**src/rtl/clock_segment_pkg.sv**
```systemverilog
// Shared definitions for the segment clock generator and capture blocks.
// A segment word is {on_counts, off_counts, repeat_counts}, MSB first.
package clock_segment_pkg;

  localparam int ON_W  = 48;
  localparam int OFF_W = 48;
  localparam int REP_W = 32;

  typedef struct packed {
    logic [ON_W-1:0]  on_counts;      // [127:80]
    logic [OFF_W-1:0] off_counts;     // [79:32]
    logic [REP_W-1:0] repeat_counts;  // [31:0]
  } seg_word_t;

  typedef enum logic [2:0] {
    S_IDLE  = 3'd0,
    S_ARM   = 3'd1,
    S_HIGH  = 3'd2,
    S_LOW   = 3'd3,
    S_FLUSH = 3'd4
  } cap_state_t;

  // An all-zero word marks a timeout break in the captured stream.
  localparam seg_word_t SEG_MARKER = '0;

  function automatic seg_word_t make_seg(input logic [ON_W-1:0] on_c,
                                         input logic [OFF_W-1:0] off_c,
                                         input logic [REP_W-1:0] rep_c);
    seg_word_t w;
    w.on_counts     = on_c;
    w.off_counts    = off_c;
    w.repeat_counts = rep_c;
    return w;
  endfunction

endpackage

```
**src/rtl/seg_out_queue.sv**
```systemverilog
// Small synchronous FIFO holding finished segment words for the consumer.
// A push into a full queue is accepted when a pop happens in the same cycle.
module seg_out_queue #(
  parameter int W     = 128,
  parameter int DEPTH = 4
) (
  input  logic         refclk,
  input  logic         reset,
  input  logic         push,
  input  logic         pop,
  input  logic [W-1:0] din,
  output logic         full,
  output logic         empty,
  output logic [W-1:0] dout
);

  localparam int AW = $clog2(DEPTH);
  localparam logic [AW:0] FULL_CNT = (AW+1)'(DEPTH);

  logic [W-1:0]  mem [DEPTH];
  logic [AW-1:0] wr_ptr;
  logic [AW-1:0] rd_ptr;
  logic [AW:0]   count;
  logic          pop_en;
  logic          push_en;

  assign empty   = (count == '0);
  assign full    = (count == FULL_CNT);
  assign pop_en  = pop && !empty;
  assign push_en = push && (!full || pop_en);
  assign dout    = empty ? '0 : mem[rd_ptr];

  // Storage array; contents are don't-care until the count covers them.
  always_ff @(posedge refclk) begin
    if (push_en) begin
      mem[wr_ptr] <= din;
    end
  end

  // Pointer and occupancy bookkeeping; pointers wrap since DEPTH is a power of 2.
  always_ff @(posedge refclk) begin
    if (reset) begin
      wr_ptr <= '0;
      rd_ptr <= '0;
      count  <= '0;
    end else begin
      if (push_en) wr_ptr <= wr_ptr + 1'b1;
      if (pop_en)  rd_ptr <= rd_ptr + 1'b1;
      case ({push_en, pop_en})
        2'b10:   count <= count + 1'b1;
        2'b01:   count <= count - 1'b1;
        default: count <= count;
      endcase
    end
  end

endmodule

```
**src/rtl/clock_segment_capture.sv**
```systemverilog
// Measures high/low runs of an external clock and emits run-length merged
// segment words in the same layout the segment clock generator consumes.
module clock_segment_capture #(
  parameter int ON_W    = 48,
  parameter int OFF_W   = 48,
  parameter int REP_W   = 32,
  parameter int Q_DEPTH = 4
) (
  input  logic                        refclk,
  input  logic                        reset,
  input  logic                        enable,
  input  logic                        clk_in,
  input  logic [OFF_W-1:0]            timeout_counts,
  output logic [ON_W+OFF_W+REP_W-1:0] seg_dout,
  output logic                        seg_valid,
  input  logic                        seg_ready,
  output logic                        overflow,
  output logic [31:0]                 segs_emitted,
  output logic                        capturing
);

  import clock_segment_pkg::*;

  localparam int WORD_W = ON_W + OFF_W + REP_W;

  logic              sync1, sync2, prev, en_q;
  logic              rise, fall;
  cap_state_t        state;
  logic [ON_W-1:0]   hi_cnt;
  logic [OFF_W-1:0]  lo_cnt;
  logic [ON_W-1:0]   p_on;
  logic [OFF_W-1:0]  p_off;
  logic [REP_W-1:0]  p_rep;
  logic              p_vld;
  logic              mark_req;
  logic              timeout_hit, close_req, merge, cap_push;
  logic              flush_pend, flush_mark;
  logic              q_push, q_pop, q_full, q_empty, q_room, drop;
  logic [WORD_W-1:0] q_din;

  // Two-flop synchronizer plus a previous-level copy for edge detection.
  always_ff @(posedge refclk) begin
    if (reset) begin
      sync1 <= 1'b0;
      sync2 <= 1'b0;
      prev  <= 1'b0;
      en_q  <= 1'b0;
    end else begin
      sync1 <= clk_in;
      sync2 <= sync1;
      prev  <= sync2;
      en_q  <= enable;
    end
  end

  assign rise = sync2 && !prev;
  assign fall = !sync2 && prev;

  // A low run ends by rise, disable or timeout; at timeout lo_cnt equals timeout_counts.
  assign timeout_hit = (timeout_counts != '0) && (lo_cnt == timeout_counts);
  assign close_req   = (state == S_LOW) && (!enable || rise || timeout_hit);
  assign merge       = p_vld && (p_on == hi_cnt) && (p_off == lo_cnt) && (p_rep != '1);
  assign cap_push    = close_req && p_vld && !merge;
  assign flush_pend  = (state == S_FLUSH) && p_vld;
  assign flush_mark  = (state == S_FLUSH) && !p_vld && mark_req;

  assign q_pop  = seg_ready && seg_valid;
  assign q_room = !q_full || q_pop;
  assign q_push = (cap_push || flush_pend || flush_mark) && q_room;
  assign drop   = cap_push && !q_room;
  assign q_din  = flush_mark ? '0 : {p_on, p_off, p_rep};

  assign seg_valid = !q_empty;
  assign capturing = (state == S_HIGH) || (state == S_LOW);

  // Capture state machine: run counters, pending word merge and flush sequencing.
  always_ff @(posedge refclk) begin
    if (reset) begin
      state    <= S_IDLE;
      hi_cnt   <= '0;
      lo_cnt   <= '0;
      p_on     <= '0;
      p_off    <= '0;
      p_rep    <= '0;
      p_vld    <= 1'b0;
      mark_req <= 1'b0;
    end else begin
      case (state)
        S_IDLE: begin
          hi_cnt   <= '0;
          lo_cnt   <= '0;
          p_vld    <= 1'b0;
          mark_req <= 1'b0;
          if (enable) state <= S_ARM;
        end
        S_ARM: begin
          if (!enable) begin
            state <= S_FLUSH;
          end else if (rise) begin
            state  <= S_HIGH;
            hi_cnt <= ON_W'(1);
          end
        end
        S_HIGH: begin
          if (!enable) begin
            state <= S_FLUSH;
          end else if (fall) begin
            state  <= S_LOW;
            lo_cnt <= OFF_W'(1);
          end else if (hi_cnt != '1) begin
            hi_cnt <= hi_cnt + ON_W'(1);
          end
        end
        S_LOW: begin
          if (close_req) begin
            if (merge) begin
              p_rep <= p_rep + REP_W'(1);
            end else begin
              p_on  <= hi_cnt;
              p_off <= lo_cnt;
              p_rep <= REP_W'(1);
              p_vld <= 1'b1;
            end
            if (!enable) begin
              state <= S_FLUSH;
            end else if (rise) begin
              state  <= S_HIGH;
              hi_cnt <= ON_W'(1);
            end else begin
              state    <= S_FLUSH;
              mark_req <= 1'b1;
            end
          end else if (lo_cnt != '1) begin
            lo_cnt <= lo_cnt + OFF_W'(1);
          end
        end
        S_FLUSH: begin
          if (flush_pend) begin
            if (q_room) p_vld <= 1'b0;
          end else if (flush_mark) begin
            if (q_room) mark_req <= 1'b0;
          end else begin
            state <= enable ? S_ARM : S_IDLE;
          end
        end
        default: state <= S_IDLE;
      endcase
    end
  end

  // Status: sticky drop flag (cleared when capture is re-armed) and push counter.
  always_ff @(posedge refclk) begin
    if (reset) begin
      overflow     <= 1'b0;
      segs_emitted <= '0;
    end else begin
      if (q_push) segs_emitted <= segs_emitted + 32'd1;
      if (drop) begin
        overflow <= 1'b1;
      end else if (enable && !en_q) begin
        overflow <= 1'b0;
      end
    end
  end

  seg_out_queue #(
    .W     (WORD_W),
    .DEPTH (Q_DEPTH)
  ) u_queue (
    .refclk (refclk),
    .reset  (reset),
    .push   (q_push),
    .pop    (q_pop),
    .din    (q_din),
    .full   (q_full),
    .empty  (q_empty),
    .dout   (seg_dout)
  );

endmodule
```
**config.mk**
```make
export PLATFORM = sky130hd
export DESIGN_NAME = clock_segment_capture
export DESIGN_NICKNAME = d
export VERILOG_FILES = /design/src/rtl/clock_segment_pkg.sv /design/src/rtl/seg_out_queue.sv /design/src/rtl/clock_segment_capture.sv
export SDC_FILE = /design/constraint.sdc
export NUM_CORES = 1
export LEC_CHECK = 0
export ABC_CLOCK_PERIOD_IN_PS = 10830
export CAP_MARGIN = 15
export CORE_MARGIN = 2
export CORE_UTILIZATION = 30
export DETAILED_ROUTE_END_ITERATION = 12
export PLACE_DENSITY = 0.58
export SYNTH_ARGS = -nofsm -noshare
export SYNTH_HDL_FRONTEND = slang
export SYNTH_SLANG_ARGS = --single-unit
```
**constraint.sdc**
```tcl
create_clock -name refclk -period 10.83 [get_ports refclk]
set_clock_uncertainty 0.2 [all_clocks]
set_input_delay 3.249 -clock refclk [delete_from_list [all_inputs] [get_ports refclk]]
set_output_delay 3.249 -clock refclk [all_outputs]
set_load 0.02 [all_outputs]
```
## Word level (Yosys, flattened, before mapping)

Memory sizes are Yosys's and may differ from the RTL's. A register that Yosys moved wholly into a read port is not among the register bits.
Cells that the tools add are included.

| storage, ports and cells | value |
|---|---|
| output and inout bits | 163 |
| register bits | 273 |
| memories kept | 1 |
| memory bits (writable) | 512 |
| word-level logic and storage cells | 152 |
| input bits | 53 |

| operators by class | value |
|---|---|
| bitwise operators | 1 |
| $add $sub $neg | 8 |
| eq/ne operators | 31 |
| reduce and logical (&&, ||, !) cells | 49 |
| muxes and demuxes | 45 |

Memory list:

| memory | depth | width | read ports | clocked after memory_dff | write ports | RTL line | RTL |
|---|---|---|---|---|---|---|---|
| u_queue.mem | 4 | 128 | 1 | 1 | 1 | seg_out_queue.sv:20 | `logic [W-1:0] mem [DEPTH];` |

Operator list:

| operator | number |
|---|---|
| 48-bit two-way mux | 10 |
| 128-bit two-way mux | 2 |
| 48-bit case mux with 4 select lines | 1 |
| 48-bit equality test | 3 |
| 48-bit case mux with 3 select lines | 1 |
| 48-bit by 1-bit adder with 48-bit output (second input constant) | 2 |
| 48-bit != test (second input constant) | 2 |
| 32-bit by 1-bit adder with 32-bit output (second input constant) | 2 |
| 48-bit nonzero test | 1 |
| 32-bit two-way mux | 1 |
| 32-bit != test (second input constant) | 1 |
| 3-bit two-way mux | 10 |
| 2-bit != test (second input constant) | 14 |
| 1-bit logical AND | 18 |
| 3-bit case mux with 5 select lines | 1 |
| 5-bit AND reduction | 3 |
| 1-bit two-way mux | 14 |
| 1-bit logical NOT | 9 |
| 1-bit logical OR | 7 |
| 7-bit AND reduction | 1 |
| 3-bit by 2-bit equality test with 1-bit output (second input constant) | 2 |
| 3-bit equality test (second input constant) | 2 |
| 3-bit logical NOT | 2 |
| 3-bit != test (second input constant) | 2 |
| 17 further kinds | 23 |

## Depth between registers and ports, before layout

Gate-level depths: netlist of run 1.

| logic depth | value |
|---|---|
| depth in word-level cells | 13 |
| mapped depth | 16 |
| gate-level depth less buffers | 12 |

## By module

A second synthesis of run 1 with hierarchy kept.

| second synthesis, totals | value |
|---|---|
| cells, all modules | 2,623 |
| area total of the unflattened synthesis | 34,341.7 um2 |

Modules (own cells, without submodules):

| module | sequential area each (um2) | area each (um2) | cells an instance | instances |
|---|---|---|---|---|
| seg_out_queue | 15,554.9 | 19,834.0 | 864 | 1 |
| clock_segment_capture | 5,325.1 | 14,507.7 | 1,759 | 1 |

## Least setup slack after synthesis of run 1

Ideal clock, no wire load.

| timing path | value |
|---|---|
| path kind | input-to-reg |
| start | input port timeout_counts[17] |
| end | memory u_queue.mem[0][0] (enable) |
| setup time | 618 ps |
| arrival | 10,348 ps |
| stages | 10 |
| path buffers | 3 |
| setup slack | -336 ps |
| required time | 10,012 ps |
| path through | xor2_1 nor4_1 nand4_1 or4_4 a21oi_2 buf_6 a31oi_4 buf_6 buf_6 nor2_1 |

| on the way | value |
|---|---|
| word-level cells in the longest chain between the ends | 12 |
| elaborated cells between the ends (all ways) | 13 |
| classes of those cells | eq/ne: 1; mux: 2; reduce/logical: 10 |

Ends and longest elaborated chain:

| what | RTL line | RTL |
|---|---|---|
| start: declaration | clock_segment_capture.sv:13 | `input logic [OFF_W-1:0] timeout_counts,` |
| 48-bit equality test or 48-bit nonzero test (tied branches) | clock_segment_capture.sv:60 | `assign timeout_hit = (timeout_counts != '0) && (lo_cnt == timeout_counts);` |
| 1-bit logical AND * | clock_segment_capture.sv:60 |  |
| 1-bit logical OR * | clock_segment_capture.sv:61 | `assign close_req = (state == S_LOW) && (!enable \|\| rise \|\| timeout_hit);` |
| 1-bit logical AND * | clock_segment_capture.sv:61 |  |
| 1-bit logical AND * (2 in series) | clock_segment_capture.sv:63 | `assign cap_push = close_req && p_vld && !merge;` |
| 1-bit logical OR * (2 in series) | clock_segment_capture.sv:69 | `assign q_push = (cap_push \|\| flush_pend \|\| flush_mark) && q_room;` |
| 1-bit logical AND * | clock_segment_capture.sv:69 |  |
| 1-bit logical AND * | seg_out_queue.sv:30 | `assign push_en = push && (!full \|\| pop_en);` |
| 1-bit two-way mux * | seg_out_queue.sv:35 | `if (push_en) begin` |
| 1-bit two-way mux (not written as such) * | seg_out_queue.sv:36 | `mem[wr_ptr] <= din;` |
| end: declaration | seg_out_queue.sv:20 |  |

Mark *: on every way between the ends. The rest lies on a longest branch, timed or not.

## Final worst setup path of run 1

| timing path | value |
|---|---|
| start | input port timeout_counts[4] |
| end | register p_rep[9] |

| on the way | value |
|---|---|
| word-level cells in the longest chain between the ends | 5 |
| elaborated cells between the ends (all ways) | 6 |
| classes of those cells | eq/ne: 1; reduce/logical: 5 |

Ends and longest elaborated chain:

| what | RTL line | RTL |
|---|---|---|
| 48-bit equality test or 48-bit nonzero test (tied branches) | clock_segment_capture.sv:60 |  |
| 1-bit logical AND * | clock_segment_capture.sv:60 |  |
| 1-bit logical OR * | clock_segment_capture.sv:61 |  |
| 1-bit logical AND * | clock_segment_capture.sv:61 |  |
| 2-bit AND reduction (no line) * | - |  |
| end signal: assignment | clock_segment_capture.sv:117 | `p_rep <= p_rep + REP_W'(1);` |
| end: declaration | clock_segment_capture.sv:33 | `logic [REP_W-1:0] p_rep;` |

Marks and branches as above.
A chain may end at the register's enable or synchronous reset.

==> flow_summary.toml, run 1 <==
[clock_network]
holdBufCountCts = 0
cts_tree = "done"
cts_buffers = 80
cts_max_path_buffers = 3
insertion_delay_ns = 0.64
clkSinkCount = 787
post_cts_buffers = 0
cts_root_buf = "clkbuf_16"
cts.clk_slew.worst_paths_ns = 0.06
htree_levels = 3
ctsResizeCount = 0

[critical_path]
critical_path_class = "in -> reg"
cp.arrival_ns = 7.63
cp-start-kind = "input pin"
reg2reg_depth = 8
critPathRequiredTime_ns = 11.11
r2r_setup_slack_ns = 5.88
rr_startpoint = "lo_cnt[15]$_SDFFE_PP0P_"
endpoint_kind = "flip-flop"
rr_endpoint = "p_rep[9]$_SDFFE_PP0P_"
path_max_fanout = 59

[timing]
fin_crit_ns = 7.35
slew_headroom_pct = 22.4
rsz0062_at_grt = "false"
fmax_ghz = 0.136
whs_ns = 0.239
fin_crit_sh_pct = 67.8
setup_viol = 0
maxSlewViolCount = 0
setup_tns_ns = 0
finalHoldViolCount = 0
worst_pin_slew_ns = 1.16
setup_ws_ns = 3.48

[detailed_routing]
firstDrtPassIters = 5
drt_wl_total_mm = 94.0
routed_via_density = 4.94
wl_per_cell_um = 21.2
route.detailed.drc = 0
first_iter_violations = 1712
vias = 21900
antenna_left = 0

[place]
pre_cts_slack_ns = 2.74
place_area_um2 = 38000
placed_cells = 4276
place_hpwl_mm = 64.0
io_buffers = 215
gp_congestion = 0.937

[synthesis]
netlist.area_leader.share_pct = 44.6
ys_seq_area_share_pct = 60.6
ys.flop_type = "edfxtp_1"
yosysTopAreaCell = "edfxtp_1"
syn_area_um2 = 34500
synthCells = 2699
synth_area_per_cell_um2 = 12.8
synth-seq-cells = 787
synthArstFlopShare_pct = 0
synth_area_leaders = "edfxtp_1 (45%), dfxtp_1 (16%), mux4_2 (8.4%), and2_1 (4.8%), xor2_1 (3.5%)"
synth_cell_type_count = 66
yosys_warnings = 0
synth-edff-count = 512
syn_nets = 2762

[pwr]
seqPwrFrac_pct = 49.3
ir_worst_vdd_mv = 0.125
swShare_pct = 21.8
p_sw_mw = 1.41
internal-power_mw = 5.06
p_clk_share_pct = 45.4
cellPowerDensity_nw_per_um2 = 158
power.leakage_nw = 13.9
p_comb_share_pct = 5.3

[final_layout]
layout.cells.non_filler = 4425
fin_area_um2 = 40900
final_common_cell = "edfxtp_1"
diodes = 0
fin_nets = 2909
mostFrequentLayoutCells = "edfxtp_1 (512), dfxtp_1 (273), and2_1 (267)"
drive_above_1_share_pct = 10.3
synthToLayoutAreaGrowth_pct = 18.6

[job]
max-cap-violations = 0

[grt]
grt_start_max_net_pins = 129
met3_usage_pct = 2.75
grt_pass1_vias = 21100
antenna_found_initial = 3
busiest_layer = "met2"
grt_usage_pct = 15.7
grt_pass1_wl_mm = 140
grtUsageMet2_pct = 25.3
grt_use_met1_pct = 22.0
gr-total-overflow = 0

[hold_path]
min_from = "sync1$_SDFF_PP0_"
hold_depth = 1
hp-class = "reg -> reg"
hold-path-endpoint = "sync2$_SDFF_PP0_"

[floorplan]
start_util_pct = 30.2
die_h_um = 343
ioPinCount = 216
num_rows = 124
die_area_um2 = 118000
core_area_um2 = 114000
die_w_um = 343

[run_status]
status = "finished clean"
-- cells by family after synthesis --
| group | after synthesis | synth area share (%) |
|---|---|---|
| AND/OR/NAND/NOR | 1032 | 16.5 |
| flip-flops | 787 | 60.6 |
| buffers and inverters | 233 | 2.84 |
| AO/OA/AOI/OAI | 228 | 3.87 |
| multiplexers | 208 | 10.7 |
| XOR/XNOR | 200 | 5.08 |
| adder cells (fa/ha/maj) | 11 | 0.414 |
-- stage by stage --
stage               utilization, %  power [mW]
floorplan                        -        3.45
global placement              33.3        3.60
detailed placement            33.3        3.60
CTS                           35.8        6.54
global route                  35.8        6.68
finish                        35.8        6.47
-- layout make-up --
type,count,area [µm²]
clock buffers,103,2220
clock inverters,46,603
well taps,1512,1890
fillers,11200,73300
repair buffers,237,2380
multi-input cells,1679,12700
flip-flops and latches,787,20900
inverters,61,229
-- synth_stat cells, types with 46 or more instances --
cell type    n
edfxtp_1   512
dfxtp_1    275
and2_1     267
nor2_1     214
xor2_1     139
mux4_2     128
clkbuf_1   124
a21oi_1    109
nand2_1     88
mux2i_1     80
nor4_1      71
nand4_1     67
nand3_1     65
or3_1       63
inv_1       61
xnor2_1     61
o21ai_0     57
nor3_1      46
-- worst max-delay path by stage --
stage | startpoint | endpoint | slack, ns | depth (start not counted)
6_report | timeout_counts[4] | p_rep[9]$_SDFFE_PP0P_ | 3.48 | 9
5_1_grt | timeout_counts[31] | p_rep[4]$_SDFFE_PP0P_ | 3.11 | 9
2_1_floorplan | timeout_counts[17] | u_queue.mem[0][0]$_DFFE_PP_ | 1.86 | 10
3_5_place_dp | timeout_counts[4] | p_rep[29]$_SDFFE_PP0P_ | 2.74 | 9
4_1_cts | timeout_counts[4] | p_rep[30]$_SDFFE_PP0P_ | 3.44 | 9
3_3_place_gp | timeout_counts[4] | p_rep[26]$_SDFFE_PP0P_ | 2.86 | 9
-- power by group through the flow --
stage | combinational [mW] | sequential (mW) | clock (mW)
2_1_floorplan | 0.206 | 3.25 | 0
3_3_place_gp | 0.342 | 3.26 | 0
3_5_place_dp | 0.342 | 3.26 | 0
4_1_cts | 0.343 | 3.19 | 3.01
5_1_grt | 0.366 | 3.19 | 3.12
6_report | 0.340 | 3.19 | 2.94
-- layer usage --
layer | part of all wire, % | vias up
met2 | 47 | 580
li1 | - | 10200
met3 | 5.5 | 101
met5 | 0 | -
met1 | 46 | 10900
met4 | 1.7 | 0
-- state kept, by name, summed over array words and instances (netlist names), named ones only --
| name | cells |
|---|---|
| en_q | 1 |
| hi_cnt | 48 |
| lo_cnt | 48 |
| mark_req | 1 |
| overflow | 1 |
| p_off | 48 |
| p_on | 48 |
| p_rep | 32 |
| p_vld | 1 |
| prev | 1 |
| segs_emitted | 32 |
| state | 3 |
| sync1 | 1 |
| sync2 | 1 |
| u_queue.count | 3 |
| u_queue.mem | 512 |
| u_queue.rd_ptr | 2 |
| u_queue.wr_ptr | 2 |
-- worst max-delay path, stage by stage --
cell and delay (ns):
clkdlybuf4s50_1 0.47, xor2_1 0.17, nor4_1 0.40, nand4_1 0.17
or4_4 0.58, a21oi_2 0.64, nand2_4 0.75, nand2_1 1.07
nor2_1 0.11
Note: power is estimated with default switching activity, not from simulation.
==> run 2: changes to the inputs <==
- ABC_CLOCK_PERIOD_IN_PS: 10830 -> 6900
- PLACE_DENSITY: 0.58 -> 0.56
- clock period: 10.83 -> 6.9 ns (I/O delays scaled with it)
==> flow_summary.toml, run 2 (synthesis results as in run 1) <==
[floorplan]
core_area_um2 = 114000
ioPinCount = 216
start_util_pct = 30.2
die_w_um = 343
die_h_um = 343
die_area_um2 = 118000
num_rows = 124

[clock_network]
holdBufCountCts = 0
cts_buffers = 84
cts.clk_slew.worst_paths_ns = 0.06
ctsResizeCount = 0
cts_root_buf = "clkbuf_16"
post_cts_buffers = 0
clkSinkCount = 787
cts_tree = "done"
htree_levels = 3
cts_max_path_buffers = 3
insertion_delay_ns = 0.65

[critical_path]
path_max_fanout = 28
cp.arrival_ns = 3.37
critPathSlowestCell = "dfxtp_4"
endpoint_kind = "output pin"
path_cells = "buf_4 -> mux4_2 -> and2_1 -> clkdlybuf4s50_1"
critical_path_class = "reg -> out"
slowest_delay_ns = 0.72
r2r_setup_slack_ns = 2.34
critPathRequiredTime_ns = 4.63
cp-start-kind = "flip-flop"

[final_layout]
synthToLayoutAreaGrowth_pct = 18.9
final_common_cell = "edfxtp_1"
drive_above_1_share_pct = 10.7
largest-register = "u_queue.mem"
largest_reg_flops = 512
fillers = 11200
fin_nets = 2923
mostFrequentLayoutCells = "edfxtp_1 (512), dfxtp_1 (273), and2_1 (267)"

[job]
max-cap-violations = 0

[pwr]
power.leakage_nw = 13.9
internal-power_mw = 7.87
ir_worst_vdd_mv = 0.161
p_comb_share_pct = 5.3
cellPowerDensity_nw_per_um2 = 248
p_sw_mw = 2.28
seqPwrFrac_pct = 49.4
p_clk_share_pct = 45.3
swShare_pct = 22.4

[place]
place_hpwl_mm = 66.2
pre_cts_slack_ns = 0.930
io_buffers = 215
gp_congestion = 0.904

[hold_path]
hp-class = "reg -> reg"

[timing]
worst_pin_slew_ns = 1.04
rsz0062_at_grt = "false"
setup_ws_ns = 1.26
maxSlewViolCount = 0
slew_headroom_pct = 30.7
whs_ns = 0.281
setup_viol = 0
fin_crit_ns = 5.64
fmax_ghz = 0.177
fin_crit_sh_pct = 81.7
finalHoldViolCount = 0

[grt]
antenna_found_initial = 2
grt_usage_pct = 16.1
grt_start_max_net_pins = 97
gr-total-overflow = 0
grt_pass1_wl_mm = 143
grt_pass1_vias = 21900

[detailed_routing]
vias = 22100
first_iter_violations = 1743
antenna_left = 0
routed_via_density = 4.98
drt_wl_total_mm = 96.2
route.detailed.drc = 0
wl_per_cell_um = 21.6
firstDrtPassIters = 5

[run_status]
status = "finished clean"
run 2: cell count changes in the layout (fill, tap and decap cells not counted), moves of 2 or more:
| cell | before | now |
|---|---|---|
| buf_4 | 18 | 25 |
| clkinv_1 | 7 | 12 |
| clkbuf_8 | 7 | 3 |
| clkinv_2 | 15 | 19 |
| buf_12 | 5 | 8 |
| clkinv_4 | 4 | 1 |
| bufinv_16 | 12 | 10 |
| clkbuf_1 | 13 | 11 |
| clkbuf_16 | 83 | 85 |
| clkinvlp_2 | 0 | 2 |
| clkinvlp_4 | 0 | 2 |
| diode_2 | 0 | 2 |
run 2: per-layer routing:
layer | global-route usage [%] | vias up | routed length (µm)
li1 | - | 10300 | -
met1 | 22.6 | 11100 | 43600
met2 | 26.0 | 675 | 45000
met3 | 2.63 | 108 | 5650
met4 | 4.13 | 0 | 1910
met5 | 0 | - | 0
run 2: stage by stage:
stage          setup TNS, ns  power [mW]  cells  util, %  cell area [µm²]
6_report                   0        10.2   4443     35.9            41000
5_1_grt                    0        10.5   4441     35.9            41000
4_1_cts                    0        10.3   4441     35.9            41000
3_5_place_dp               0        5.66   4286     33.4            38200
3_3_place_gp               0        5.66   4286     33.4            38200
2_1_floorplan        -456.15        5.42   2699        -            34500
run 2: final timing paths:
| path | from | endpoint | cells after the start |
|---|---|---|---|
| worst max-delay path | flip-flop | seg_dout[26] | 4 |
| worst min-delay path | sync1$_SDFF_PP0_ | sync2$_SDFF_PP0_ | 1 |
| worst max register to register | lo_cnt[23]$_SDFFE_PP0P_ | u_queue.count[2]$_SDFFE_PP0P_ | 12 |
| worst min register to register | sync1$_SDFF_PP0_ | sync2$_SDFF_PP0_ | 1 |
run 2: final cells by class:
cell class / count / area [µm²] / area share [%]
Clock inverter: 55 / 604 / 1.47
Sequential cell: 787 / 20900 / 51.0
Clock buffer: 100 / 2210 / 5.40
Inverter: 61 / 229 / 0.559
Antenna cell: 2 / 5.00 / 0.0122
Tap cell: 1512 / 1890 / 4.62
Timing Repair Buffer: 247 / 2490 / 6.08
Multi-Input combinational cell: 1679 / 12700 / 30.9
run 2: power by group through the flow:
stage	registers [mW]	clock network (mW)	logic [mW]
final	5.02	4.60	0.539
after global routing	5.01	4.90	0.579
after CTS	5.01	4.70	0.543
after detailed placement	5.12	0	0.541
after global placement	5.11	0	0.541
after floorplan	5.10	0	0.323
run 2: worst max-delay path: cells and delay by family, from the launching register on:
kind | cells | cell delay [ns]
buffers and inverters | 2 | 1.14
DFF | 1 | 0.72
muxes | 1 | 0.66
and+or+nand+nor | 1 | 0.19
